## src/rtl/multicycle_control_fsm.sv

```systemverilog
// -----------------------------------------------------------------------------
// multicycle_control_fsm
// Multicycle control unit: sequences fetch / decode / execute / memory /
// writeback from the IR opcode. It handles a variable-latency memory handshake
// with a timeout, qualifies branches, provides HALT/TRAP states that are left
// through i_resume, and keeps wrap-around cycle and retired-instruction
// counters.
//
// Ports
//   i_clk           rising-edge clock
//   i_rst           asynchronous active-high reset
//   i_opcode[5:0]   IR opcode (valid from the cycle after o_ir_write)
//   i_mem_ready     memory completes the current request this cycle
//   i_branch_cond   ALU branch condition, used in BRANCH3
//   i_resume        leave HALT/TRAP
//   o_state[3:0]    current state encoding
//   o_mem_read      memory read request
//   o_mem_write     memory write request
//   o_ir_write      latch IR
//   o_pc_write      PC update enable
//   o_reg_write     register file write enable
//   o_instr_done    one-cycle retire pulse
//   o_halted        state is HALT
//   o_trap          state is TRAP
//   o_trap_cause    00 none, 01 illegal opcode, 10 memory timeout, 11 bad state
//   o_cycle_count   cycles spent outside HALT/TRAP
//   o_instr_count   retired instructions
// -----------------------------------------------------------------------------
module multicycle_control_fsm #(
    parameter int CNT_W       = 32,
    parameter int MEM_TIMEOUT = 16,
    parameter int WAIT_W      = 8
) (
    input  logic             i_clk,
    input  logic             i_rst,
    input  logic [5:0]       i_opcode,
    input  logic             i_mem_ready,
    input  logic             i_branch_cond,
    input  logic             i_resume,
    output logic [3:0]       o_state,
    output logic             o_mem_read,
    output logic             o_mem_write,
    output logic             o_ir_write,
    output logic             o_pc_write,
    output logic             o_reg_write,
    output logic             o_instr_done,
    output logic             o_halted,
    output logic             o_trap,
    output logic [1:0]       o_trap_cause,
    output logic [CNT_W-1:0] o_cycle_count,
    output logic [CNT_W-1:0] o_instr_count
);

    typedef enum logic [3:0] {
        S_FETCH   = 4'd0,
        S_DECODE  = 4'd1,
        S_IMM2    = 4'd2,
        S_ALU_R3  = 4'd3,
        S_ALU_RI3 = 4'd4,
        S_ALU4    = 4'd5,
        S_BRANCH3 = 4'd6,
        S_MEM3    = 4'd7,
        S_LOAD4   = 4'd8,
        S_LOAD5   = 4'd9,
        S_STORE4  = 4'd10,
        S_JUMP3   = 4'd11,
        S_HALT    = 4'd12,
        S_TRAP    = 4'd13
    } state_t;

    localparam logic [1:0] CAUSE_NONE    = 2'b00;
    localparam logic [1:0] CAUSE_ILLEGAL = 2'b01;
    localparam logic [1:0] CAUSE_TIMEOUT = 2'b10;
    localparam logic [1:0] CAUSE_BADST   = 2'b11;

    // A zero MEM_TIMEOUT disables the deadline entirely.
    localparam bit                TIMEOUT_EN = (MEM_TIMEOUT > 0);
    localparam logic [WAIT_W-1:0] WAIT_LIMIT = TIMEOUT_EN ? WAIT_W'(MEM_TIMEOUT - 1) : {WAIT_W{1'b0}};
    localparam logic [WAIT_W-1:0] WAIT_ONE   = WAIT_W'(1);
    localparam logic [CNT_W-1:0]  CNT_ONE    = CNT_W'(1);

    state_t            r_state;
    state_t            w_next_state;
    logic [1:0]        r_trap_cause;
    logic [1:0]        w_next_cause;
    logic [WAIT_W-1:0] r_wait;
    logic [WAIT_W-1:0] w_next_wait;
    logic [CNT_W-1:0]  r_cycle_count;
    logic [CNT_W-1:0]  r_instr_count;
    logic              w_mem_state;
    logic              w_timeout;
    logic              w_instr_done;
    logic              w_stopped;

    assign w_mem_state = (r_state == S_FETCH) || (r_state == S_LOAD4) || (r_state == S_STORE4);
    // Deadline hit only when memory is still not ready; a late ready wins.
    assign w_timeout   = TIMEOUT_EN && !i_mem_ready && (r_wait == WAIT_LIMIT);
    assign w_stopped   = (r_state == S_HALT) || (r_state == S_TRAP);
    assign w_instr_done = (r_state == S_IMM2) || (r_state == S_ALU4) || (r_state == S_BRANCH3) ||
                          (r_state == S_JUMP3) || (r_state == S_LOAD5) ||
                          ((r_state == S_STORE4) && i_mem_ready);

    // State, trap cause and memory wait counter registers.
    always_ff @(posedge i_clk or posedge i_rst) begin
        if (i_rst) begin
            r_state      <= S_FETCH;
            r_trap_cause <= CAUSE_NONE;
            r_wait       <= {WAIT_W{1'b0}};
        end else begin
            r_state      <= w_next_state;
            r_trap_cause <= w_next_cause;
            r_wait       <= w_next_wait;
        end
    end

    // Next-state, trap-cause and wait-counter logic.
    always_comb begin
        w_next_state = r_state;
        w_next_cause = r_trap_cause;
        w_next_wait  = {WAIT_W{1'b0}};
        case (r_state)
            S_FETCH: begin
                if (i_mem_ready) begin
                    w_next_state = S_DECODE;
                end else if (w_timeout) begin
                    w_next_state = S_TRAP;
                    w_next_cause = CAUSE_TIMEOUT;
                end else begin
                    w_next_state = S_FETCH;
                end
            end
            S_DECODE: begin
                casez (i_opcode)
                    6'b00????: w_next_state = S_ALU_R3;
                    6'b01????: w_next_state = S_ALU_RI3;
                    6'b100???: w_next_state = S_BRANCH3;
                    6'b101???: w_next_state = S_MEM3;
                    6'b110???: w_next_state = S_JUMP3;
                    6'b111000: w_next_state = S_IMM2;
                    6'b111111: w_next_state = S_HALT;
                    default: begin
                        w_next_state = S_TRAP;
                        w_next_cause = CAUSE_ILLEGAL;
                    end
                endcase
            end
            S_ALU_R3, S_ALU_RI3: w_next_state = S_ALU4;
            S_ALU4, S_IMM2, S_BRANCH3, S_JUMP3, S_LOAD5: w_next_state = S_FETCH;
            S_MEM3: w_next_state = i_opcode[2] ? S_STORE4 : S_LOAD4;
            S_LOAD4, S_STORE4: begin
                if (i_mem_ready) begin
                    w_next_state = (r_state == S_LOAD4) ? S_LOAD5 : S_FETCH;
                end else if (w_timeout) begin
                    w_next_state = S_TRAP;
                    w_next_cause = CAUSE_TIMEOUT;
                end else begin
                    w_next_state = r_state;
                end
            end
            S_HALT, S_TRAP: begin
                if (i_resume) begin
                    w_next_state = S_FETCH;
                    w_next_cause = CAUSE_NONE;
                end else begin
                    w_next_state = r_state;
                end
            end
            default: begin
                w_next_state = S_TRAP;
                w_next_cause = CAUSE_BADST;
            end
        endcase
        // Only an uninterrupted stall counts; any transition or ready clears it.
        if (w_mem_state && !i_mem_ready && (w_next_state == r_state)) begin
            w_next_wait = r_wait + WAIT_ONE;
        end else begin
            w_next_wait = {WAIT_W{1'b0}};
        end
    end

    // Performance counters, frozen while halted or trapped.
    always_ff @(posedge i_clk or posedge i_rst) begin
        if (i_rst) begin
            r_cycle_count <= {CNT_W{1'b0}};
            r_instr_count <= {CNT_W{1'b0}};
        end else begin
            if (!w_stopped) begin
                r_cycle_count <= r_cycle_count + CNT_ONE;
            end
            if (w_instr_done) begin
                r_instr_count <= r_instr_count + CNT_ONE;
            end
        end
    end

    assign o_state       = r_state;
    assign o_mem_read    = (r_state == S_FETCH) || (r_state == S_LOAD4);
    assign o_mem_write   = (r_state == S_STORE4);
    assign o_ir_write    = (r_state == S_FETCH) && i_mem_ready;
    assign o_pc_write    = ((r_state == S_FETCH) && i_mem_ready) || (r_state == S_JUMP3) ||
                           ((r_state == S_BRANCH3) && i_branch_cond);
    assign o_reg_write   = (r_state == S_IMM2) || (r_state == S_ALU4) || (r_state == S_LOAD5);
    assign o_instr_done  = w_instr_done;
    assign o_halted      = (r_state == S_HALT);
    assign o_trap        = (r_state == S_TRAP);
    assign o_trap_cause  = r_trap_cause;
    assign o_cycle_count = r_cycle_count;
    assign o_instr_count = r_instr_count;

endmodule

```

## config.mk

```make
export PLATFORM = sky130hd
export DESIGN_NAME = multicycle_control_fsm
export DESIGN_NICKNAME = d
export VERILOG_FILES = /design/src/rtl/multicycle_control_fsm.sv
export SDC_FILE = /design/constraint.sdc
export NUM_CORES = 1
export LEC_CHECK = 0
export CAP_MARGIN = 20
export CORE_MARGIN = 2
export CORE_UTILIZATION = 35
export CTS_CLUSTER_DIAMETER = 200
export DETAILED_ROUTE_END_ITERATION = 8
export HOLD_SLACK_MARGIN = 0.06
export MAX_ROUTING_LAYER = met4
export PLACE_DENSITY = 0.6
export SLEW_MARGIN = 40
export SYNTH_ARGS = -nofsm -noshare
export SYNTH_HDL_FRONTEND = slang
export SYNTH_SLANG_ARGS = --single-unit
```

## constraint.sdc

```tcl
create_clock -name i_clk -period 2.95 [get_ports i_clk]
set_clock_uncertainty 0.2 [all_clocks]
set_input_delay 0.7375 -clock i_clk [delete_from_list [all_inputs] [get_ports i_clk]]
set_output_delay 0.7375 -clock i_clk [all_outputs]
set_load 0.005 [all_outputs]
```

==> results of run 1 <==
==> flip-flops by register name, summed over array words and instances (netlist names) <==
register,cells
r_wait,8
o_trap_cause,2
o_instr_count,32
o_cycle_count,32
o_state,4
==> Yosys cell counts, types with 3 or more instances <==
| cell type | number |
|---|---|
| inv_1 | 11 |
| buf_2 | 5 |
| nand3_1 | 31 |
| and4_1 | 4 |
| dfrtp_1 | 78 |
| xor2_1 | 17 |
| o21ai_0 | 3 |
| clkbuf_1 | 7 |
| nor2b_1 | 5 |
| xnor2_1 | 51 |
| nor2_1 | 29 |
| nand2_1 | 35 |
| ha_1 | 3 |
| or3_1 | 3 |
| nor3_1 | 5 |
| nand2b_1 | 4 |
| and3_1 | 12 |
| nor4_1 | 3 |
| a21oi_1 | 8 |
| nand4_1 | 26 |
==> critical path: cells and delay by family <==
| family | cells | cell delay, ns |
|---|---|---|
| buffers and inverters | 3 | 0.87 |
| AND/OR/NAND/NOR | 1 | 0.05 |
| AO/OA/AOI/OAI | 2 | 0.27 |
==> kinds of logic (layout without fill, tap and decap cells) <==
logic type,after synthesis,in the layout,share of synthesized area [%]
AO/OA/AOI/OAI,28,28,5.25
buffers and inverters,25,129,2.63
AND/OR/NAND/NOR,170,170,23.5
flip-flops,78,78,51.2
multiplexers,3,3,0.821
XOR/XNOR,68,68,15.6
adder cells (fa/ha/maj),3,3,0.985
==> worst min path at each step <==
stage	end	slack (ns)	cells after the start
after floorplan	r_wait[0]	0.23	1
after global placement	r_wait[0]	0.24	1
after detailed placement	r_wait[0]	0.25	1
after CTS	r_wait[0]	0.26	1
after global routing	o_cycle_count[31]	0.28	1
final	r_wait[0]	0.26	1
==> metal layers <==
layer	vias up	routed length [um]	global-route usage [%]
li1	1504	-	-
met1	1504	4040	20.9
met2	56	4010	23.2
met3	9	361	3.68
met4	0	153	5.40
met5	-	0	-
==> power by group through the flow <==
stage	Combinational, mW	Clock, mW	Sequential (mW)
3_5_place_dp	1.12	0	1.39
2_1_floorplan	0.603	0	1.35
3_3_place_gp	1.11	0	1.39
4_1_cts	1.15	0.760	1.38
6_report	1.16	0.739	1.38
5_1_grt	1.29	0.817	1.41
==> layout make-up <==
class,instances,area (um^2)
inverters,12,45.0
clock inverters,6,46.3
fillers,1020,5620
clock buffers,10,138
repair buffers,101,977
well taps,140,175
multi-input cells,272,1790
flip-flops and latches,78,1950
==> timing repair <==
item / in CTS / in global routing
setup buffers: 0 / 2
gates resized for setup: 9 / 3
pin swaps: 2 / 0
setup endpoints to repair: 4 / 3
==> placed cells by master (no fill, tap or decap), types with 3 or more instances in the layout <==
cell             synthesis  routed
clkdlybuf4s50_1          0      86
dfrtp_1                 78      76
xnor2_1                 51      51
nand2_1                 35      35
nand3_1                 31      31
nor2_1                  29      27
nand4_1                 26      26
xor2_1                  17      17
and3_1                  12      12
buf_4                    0      11
inv_1                   11      10
clkbuf_8                 0      10
a21oi_1                  8       8
nor3_1                   5       5
nor2b_1                  5       4
and4_1                   4       4
nor2_2                   2       4
nand2b_1                 4       4
nor4_1                   3       3
or3_1                    3       3
ha_1                     3       3
==> metrics by stage <==
step           cells  utilization (%)  setup WS [ns]
2_1_floorplan    375                -         0.0175
3_3_place_gp     601             45.6         -0.277
5_1_grt          619             47.7        0.00313
6_report         619             47.7         0.0979
4_1_cts          617             47.5         0.0478
3_5_place_dp     601             45.6         -0.288
==> qor.yml, run 1 <==
total_power_mw: 3.28
row_count: 38
cts-buffers-inserted: 9
crit_type: "input port to output pin"
via_per_inst: 4.96
routabilityCongestion: 0.849
cp-end-kind: "output pin"
r2r_end: "o_cycle_count[31]"
nets: 488
power.leakage_nw: 2.16
worstSetupEndpoint: "o_pc_write"
avgRoutedWirePerCell_um: 13.8
setup_tns_ns: 0
synth.avg_cell_area_um2: 10.2
drive_above_1_share_pct: 9.60
synth.area.top_cells: "dfrtp_1, xnor2_1, nand4_1, nand3_1, xor2_1"
combPwrFrac_pct: 35.4
tightest_slew_ns: 0.523
cts.sink_count: 78
worstPathArrival_ns: 1.91
reg2regPathDepth: 6
r2r_slack_ns: 0.58
cts_buffer_depth: 2
switching_share_pct: 34.3
grt_overflow: 0
cp_cell_sequence: "dlygate4sd2_1, buf_6, nand2_1, o21ai_1, a32o_1, clkdlybuf4s50_1"
post-route-cell-area_um2: 5120
startpoint: "i_mem_ready"
n_antenna_cell: 0
area_delta_synth_final_pct: 34.4
fin_crit_ns: 2.85
hold_buffers: 0
powerDensity_nw_per_um2: 640
rsz0062_at_grt: "no"
max_stage_delay_ns: 0.49
required_ns: 2.01
htreeDepth: 3
whs_ns: 0.257
coreArea_um2: 10700
syn-num-nets: 389
wl_mm: 8.57
r2r-start: "o_state[1]"
antenna_found_initial: 0
yosys_warnings: 0
p_switching_mw: 1.12
synth_area_um2: 3810
grt_pass1_vias: 2869
synth_seq_cells: 78
numPortBuffers: 88
outcome: "finished clean"
intPower_mw: 2.16
critPathMaxFanout: 6
tritoncts: "yes"
firstDrtPassIters: 4
drc: 0
hold_viol: 0
drv_cap: 0
ys_seq_area_share_pct: 51.2
async_flop_share_pct: 100
fp.dieH_um: 108
ios: 89
start_util_pct: 35.5
ant_nets: 0
period_share_pct: 96.7
max-slew-margin-rel_pct: 65.2
vias: 3073
cpMaxStageDelayCell: "clkdlybuf4s50_1"
root_buffer: "clkbuf_8"
clkLatencyLatePin_ns: 0.35
setup_viol: 0
min_from: "r_wait[0]"
post-dp-hpwl_mm: 6.31
slew_viol_final: 0
die_w_um: 108
startpoint_type: "input port"
clk_pin_slew_ns: 0.07
seqPwrFrac_pct: 42.1
drt_iter0_drc: 128
synthCells: 375
min_path_type: "flop to flop"
placed_area_um2: 4890
yosysTopAreaCell: "dfrtp_1"
synth.distinct_cells: 49
grt_max_degree: 41
grt_pass1_wl_mm: 14.0
fp.dieArea_um2: 11700
yosysTopAreaCellShare_pct: 51.2
ys.flop_type: "dfrtp_1"
synth-edff-count: 0
power_frac_clock_pct: 22.6
fmax_ghz: 0.351
grt_usage_pct: 15.6
peakVddDrop_uv: 285
No activity file was read; power rests on OpenSTA's default activity.
==> inputs of run 2 (changes only) <==
Settings changed: CTS_BUF_LIST from default to sky130_fd_sc_hd__clkbuf_8, MAX_ROUTING_LAYER met4 to default.
==> run 2 against run 1 <==
Net effect: non-clock buffer count did not move; sequential power about the same; via count grew 0.39%; register-to-register slack hardly changed; critical endpoint unchanged; largest cell class unchanged; largest power group unchanged; highest routed layer unchanged.
==> qor.yml, run 2 (same netlist as run 1, synthesis figures left out) <==
via_per_inst: 4.98  # +0.39%
startpoint_type: "input port"
required_ns: 2.01  # about the same
critPathMaxFanout: 6  # unchanged
cp_cell_sequence: "dlygate4sd2_1, buf_6, nand2_1, o21ai_1, a32o_1, clkdlybuf4s50_1"
row_count: 38  # unchanged
hold_viol: 0  # unchanged
routabilityCongestion: 0.836  # -1.5%
ant_nets: 0  # unchanged
setup_viol: 0  # unchanged
wl_mm: 8.55  # -0.25%
vias: 3085  # +0.39%
peakVddDrop_uv: 283  # -0.43%
ff_latch_area_um2: 1950  # unchanged
tritoncts: "yes"
numPortBuffers: 88  # unchanged
outcome: "finished clean"
placed_area_um2: 4890  # unchanged
cts_buffer_depth: 2  # unchanged
max_stage_delay_ns: 0.49  # about the same
post-dp-hpwl_mm: 6.31  # unchanged
powerDensity_nw_per_um2: 640  # about the same
n_fill_cell: 1020  # unchanged
rsz0062_at_grt: "no"
cpLargestDelayFamily: "buffers and inverters"
die_w_um: 108  # unchanged
fin_crit_ns: 2.85  # +0.0000131 ns
power.leakage_nw: 2.16  # unchanged
period_share_pct: 96.7  # about the same
cpMaxStageDelayCell: "clkdlybuf4s50_1"
crit_type: "input port to output pin"
cts.sink_count: 78  # unchanged
grt_overflow: 0  # unchanged
grt_max_degree: 41  # unchanged
slew_viol_final: 0  # unchanged
crit_buf_inv: 3  # unchanged
post-route-cell-area_um2: 5120  # unchanged
grt_usage_pct: 15.1  # -0.46 points
root_buffer: "clkbuf_8"
grt_pass1_wl_mm: 14.0  # about the same
avgRoutedWirePerCell_um: 13.8  # -0.25%
fmax_ghz: 0.351  # about the same
n_antenna_cell: 0  # unchanged
worstPathArrival_ns: 1.91  # about the same
firstDrtPassIters: 4  # unchanged
coreArea_um2: 10700  # unchanged
drc: 0  # unchanged
drv_cap: 0  # unchanged
cts-buffers-inserted: 9  # unchanged
nets: 488  # unchanged
drt_iter0_drc: 118  # -7.8%
whs_ns: 0.257  # +0.00000200 ns
hold_buffers: 0  # unchanged
start_util_pct: 35.5  # unchanged
multiInputGateArea_um2: 1790  # unchanged
min_path_type: "flop to flop"
ios: 89  # unchanged
final_common_cell: "clkdlybuf4s50_1"
clk_pin_slew_ns: 0.07  # about the same
drive_above_1_share_pct: 9.60  # unchanged
htreeDepth: 3  # unchanged
area_delta_synth_final_pct: 34.4  # unchanged
tightest_slew_ns: 0.530  # +0.00719 ns
fp.dieArea_um2: 11700  # unchanged
antenna_found_initial: 0  # unchanged
grt_pass1_vias: 2871  # +0.070%
max-slew-margin-rel_pct: 64.7  # -0.48 points
layout_common_cells: "clkdlybuf4s50_1, dfrtp_1, xnor2_1, nand2_1, nand3_1"
fp.dieH_um: 108  # unchanged
clkLatencyLatePin_ns: 0.35  # about the same
cp-end-kind: "output pin"
run 2: cell type report:
cell class / count / area share, %
inverters: 12 / 0.879
well taps: 140 / 3.42
clock inverters: 6 / 0.904
repair buffers: 101 / 19.1
flip-flops and latches: 78 / 38.1
multi-input cells: 272 / 34.9
clock buffers: 10 / 2.69
run 2: report_power, final:
group          total (mW)  switching (mW)  internal [mW]
sequential           1.38           0.177           1.20
combinational        1.16           0.540          0.621
clock               0.737           0.404          0.333
run 2: stage by stage:
| step | setup WS [ns] | instances | TNS, ns | utilization (%) | power [mW] |
|---|---|---|---|---|---|
| final | 0.0979 | 619 | 0 | 47.7 | 3.28 |
| after global routing | 0.00297 | 619 | 0 | 47.7 | 3.51 |
| after CTS | 0.0478 | 617 | 0 | 47.5 | 3.29 |
| after detailed placement | -0.288 | 601 | -0.508 | 45.6 | 2.52 |
| after global placement | -0.277 | 601 | -0.446 | 45.6 | 2.51 |
| after floorplan | 0.0175 | 375 | 0 | - | 1.96 |
run 2: final timing paths:
path                       slack (ns)        start  depth (start not counted)                 to
min                              0.26    r_wait[0]                          1          r_wait[0]
max in group asynchronous        1.50        i_rst                          3         o_state[0]
max                               0.1  i_mem_ready                          6         o_pc_write
min in group asynchronous        0.62        i_rst                          3  o_cycle_count[28]
min reg2reg                      0.26    r_wait[0]                          1          r_wait[0]
max reg2reg                      0.59   o_state[1]                          6  o_cycle_count[31]
run 2: repair_timing:
item / CTS / global route
setup buffers: 0 / 2
gates resized for setup: 9 / 3
pin swaps: 2 / 0
endpoints found under the setup margin: 4 / 3
run 2: layer usage:
| metal | routed length (um) | track usage, % | vias to the layer above |
|---|---|---|---|
| li1 | - | - | 1506 |
| met2 | 3970 | 23.3 | 66 |
| met4 | 171 | 6.23 | 0 |
| met5 | 0 | 0 | - |
| met3 | 381 | 3.56 | 11 |
| met1 | 4030 | 20.6 | 1502 |
==> inputs of run 3 (changes only) <==
Clock period 2.95 ns to 2.46 ns, I/O delays scaled along.
==> run 3 against run 2 <==
Net effect: the flow now finishes with violations (setup timing); final area is 4.1% higher; die area did not move; combinational power is 39% higher; worst setup slack got worse by 0.15 ns.
==> qor.yml, run 3 (same netlist as run 1, synthesis figures left out) <==
outcome: "complete, but fails checks"
violations: "setup timing"
hold_viol: 0  # unchanged
cp-end-kind: "output pin"
combPwrFrac_pct: 38.0  # +2.6 points
grt_usage_pct: 15.8  # +0.62 points
seqPwrFrac_pct: 39.3  # -2.8 points
ios: 89  # unchanged
tritoncts: "yes"
avgRoutedWirePerCell_um: 13.8  # -0.15%
grt_pass1_wl_mm: 14.6  # +4.2%
clkLatencyLatePin_ns: 0.34  # about the same
slew_viol_final: 0  # unchanged
cpLargestDelayFamily: "buffers and inverters"
cts.sink_count: 78  # unchanged
drc: 0  # unchanged
clk_pin_slew_ns: 0.08  # about the same
start_util_pct: 35.5  # unchanged
final_common_cell: "clkdlybuf4s50_1"
cts-buffers-inserted: 9  # unchanged
firstDrtPassIters: 4  # unchanged
wl_mm: 8.81  # +3.1%
nets: 508  # +4.1%
grt_max_degree: 79  # +93%
cpMaxStageDelayCell: "clkdlybuf4s50_1"
drv_cap: 0  # unchanged
peakVddDrop_uv: 350  # +23%
grt_pass1_vias: 3048  # +6.2%
pre_cts_slack_ns: -0.524  # -0.236 ns
tightest_slew_ns: 0.411  # -0.119 ns
worstPathArrival_ns: 1.70  # -0.21 ns
root_buffer: "clkbuf_8"
power.leakage_nw: 2.31  # +7.0%
die_w_um: 108  # unchanged
crit_type: "flop to output pin"
critPathMaxFanout: 6  # unchanged
layout_common_cells: "clkdlybuf4s50_1, dfrtp_1, xnor2_1, nand2_1, nand3_1"
vias: 3115  # +0.97%
setup_ws_ns: -0.0524  # -0.150 ns
min_path_type: "flop to flop"
rsz0062_at_grt: "yes"
routabilityCongestion: 0.838  # +0.32%
setup_viol: 1  # +1
fp.dieH_um: 108  # unchanged
area_delta_synth_final_pct: 40.0
antenna_found_initial: 0  # unchanged
drive_above_1_share_pct: 14.2  # +4.6 points
fp.dieArea_um2: 11700  # unchanged
coreArea_um2: 10700  # unchanged
max_stage_delay_ns: 0.50  # about the same
n_antenna_cell: 0  # unchanged
period_share_pct: 102
numPortBuffers: 88  # unchanged
ant_nets: 0  # unchanged
fmax_ghz: 0.398
max-slew-margin-rel_pct: 72.6  # +7.9 points
startpoint_type: "flop"
switching_share_pct: 33.3  # -0.98 points
row_count: 38  # unchanged
crit_buf_inv: 2  # -1
total_power_mw: 4.23  # +29%
fin_crit_ns: 2.51
powerDensity_nw_per_um2: 793  # +24%
cp_cell_sequence: "nor2_4, buf_4, and3_1, clkdlybuf4s50_1"
post-dp-hpwl_mm: 6.37  # +0.84%
required_ns: 1.64  # -0.37 ns
power_frac_clock_pct: 22.7  # +0.2 points
htreeDepth: 3  # unchanged
grt_overflow: 0  # unchanged
cts_buffer_depth: 2  # unchanged
via_per_inst: 4.87  # -2.2%
intPower_mw: 2.82  # +31%
p_switching_mw: 1.41  # +25%
drt_iter0_drc: 164  # +39%
[run 3: cell count changes in the layout (fill, tap and decap cells not counted), moves of 2 or more]
cell,previous run,this run
buf_4,11,28
dlygate4sd2_1,2,5
buf_6,1,4
nor2_4,0,2
clkdlybuf4s50_1,86,80
[run 3: path summary, 6_finish.rpt]
kind                       startpoint                end  slack (ns)  cells after the start
min in group asynchronous       i_rst  o_instr_count[31]        0.53                      3
min reg2reg                 r_wait[0]          r_wait[0]        0.27                      1
max in group asynchronous       i_rst         o_state[0]        1.20                      3
max                        o_state[0]         o_ir_write       -0.05                      4
max reg2reg                o_state[1]  o_cycle_count[17]        0.16                      8
min                         r_wait[0]          r_wait[0]        0.27                      1
[run 3: repair_timing]
| item | in CTS | in global routing |
|---|---|---|
| setup endpoints to repair | 8 | 5 |
| pin swaps | 3 | 3 |
| gates cloned | 0 | 0 |
| gates resized for setup | 25 | 8 |
| hold buffers | 0 | 0 |
| buffers inserted | 5 | 2 |
[run 3: layer usage]
layer	share of wire [%]	routed length, um	global-route usage, %	vias to the layer above
li1	-	-	-	1537
met1	47	4170	22.1	1493
met2	47	4100	24.2	76
met3	4.9	431	3.19	9
met4	1.1	100	5.86	0
met5	0	0	0	-
[run 3: metrics by stage]
step                TNS, ns  hold slack (ns)  utilization [%]  instance area [um^2]  instances
floorplan                 0            0.225                -                  3810        375
global placement      -3.56            0.241             46.8                  5020        616
detailed placement    -4.08            0.257             46.8                  5020        616
CTS                  -0.242            0.269             49.4                  5310        637
global route         -0.167            0.287             49.7                  5340        639
finish              -0.0524            0.267             49.7                  5340        639
[run 3: layout make-up]
| cell class | count | area [um^2] |
|---|---|---|
| clock buffer | 10 | 138 |
| clock inverter | 6 | 62.6 |
| fill | 1037 | 5410 |
| inverter | 12 | 51.3 |
| multi-input combinational | 272 | 1810 |
| sequential | 78 | 1950 |
| tap | 140 | 175 |
| timing repair buffer | 121 | 1140 |
[run 3: power groups by stage]
stage / clock, mW / sequential, mW / combinational [mW]
2_1_floorplan: 0 / 1.62 / 0.724
3_3_place_gp: 0 / 1.66 / 1.46
3_5_place_dp: 0 / 1.67 / 1.47
4_1_cts: 0.998 / 1.66 / 1.59
5_1_grt: 1.06 / 1.69 / 1.75
6_report: 0.959 / 1.66 / 1.61
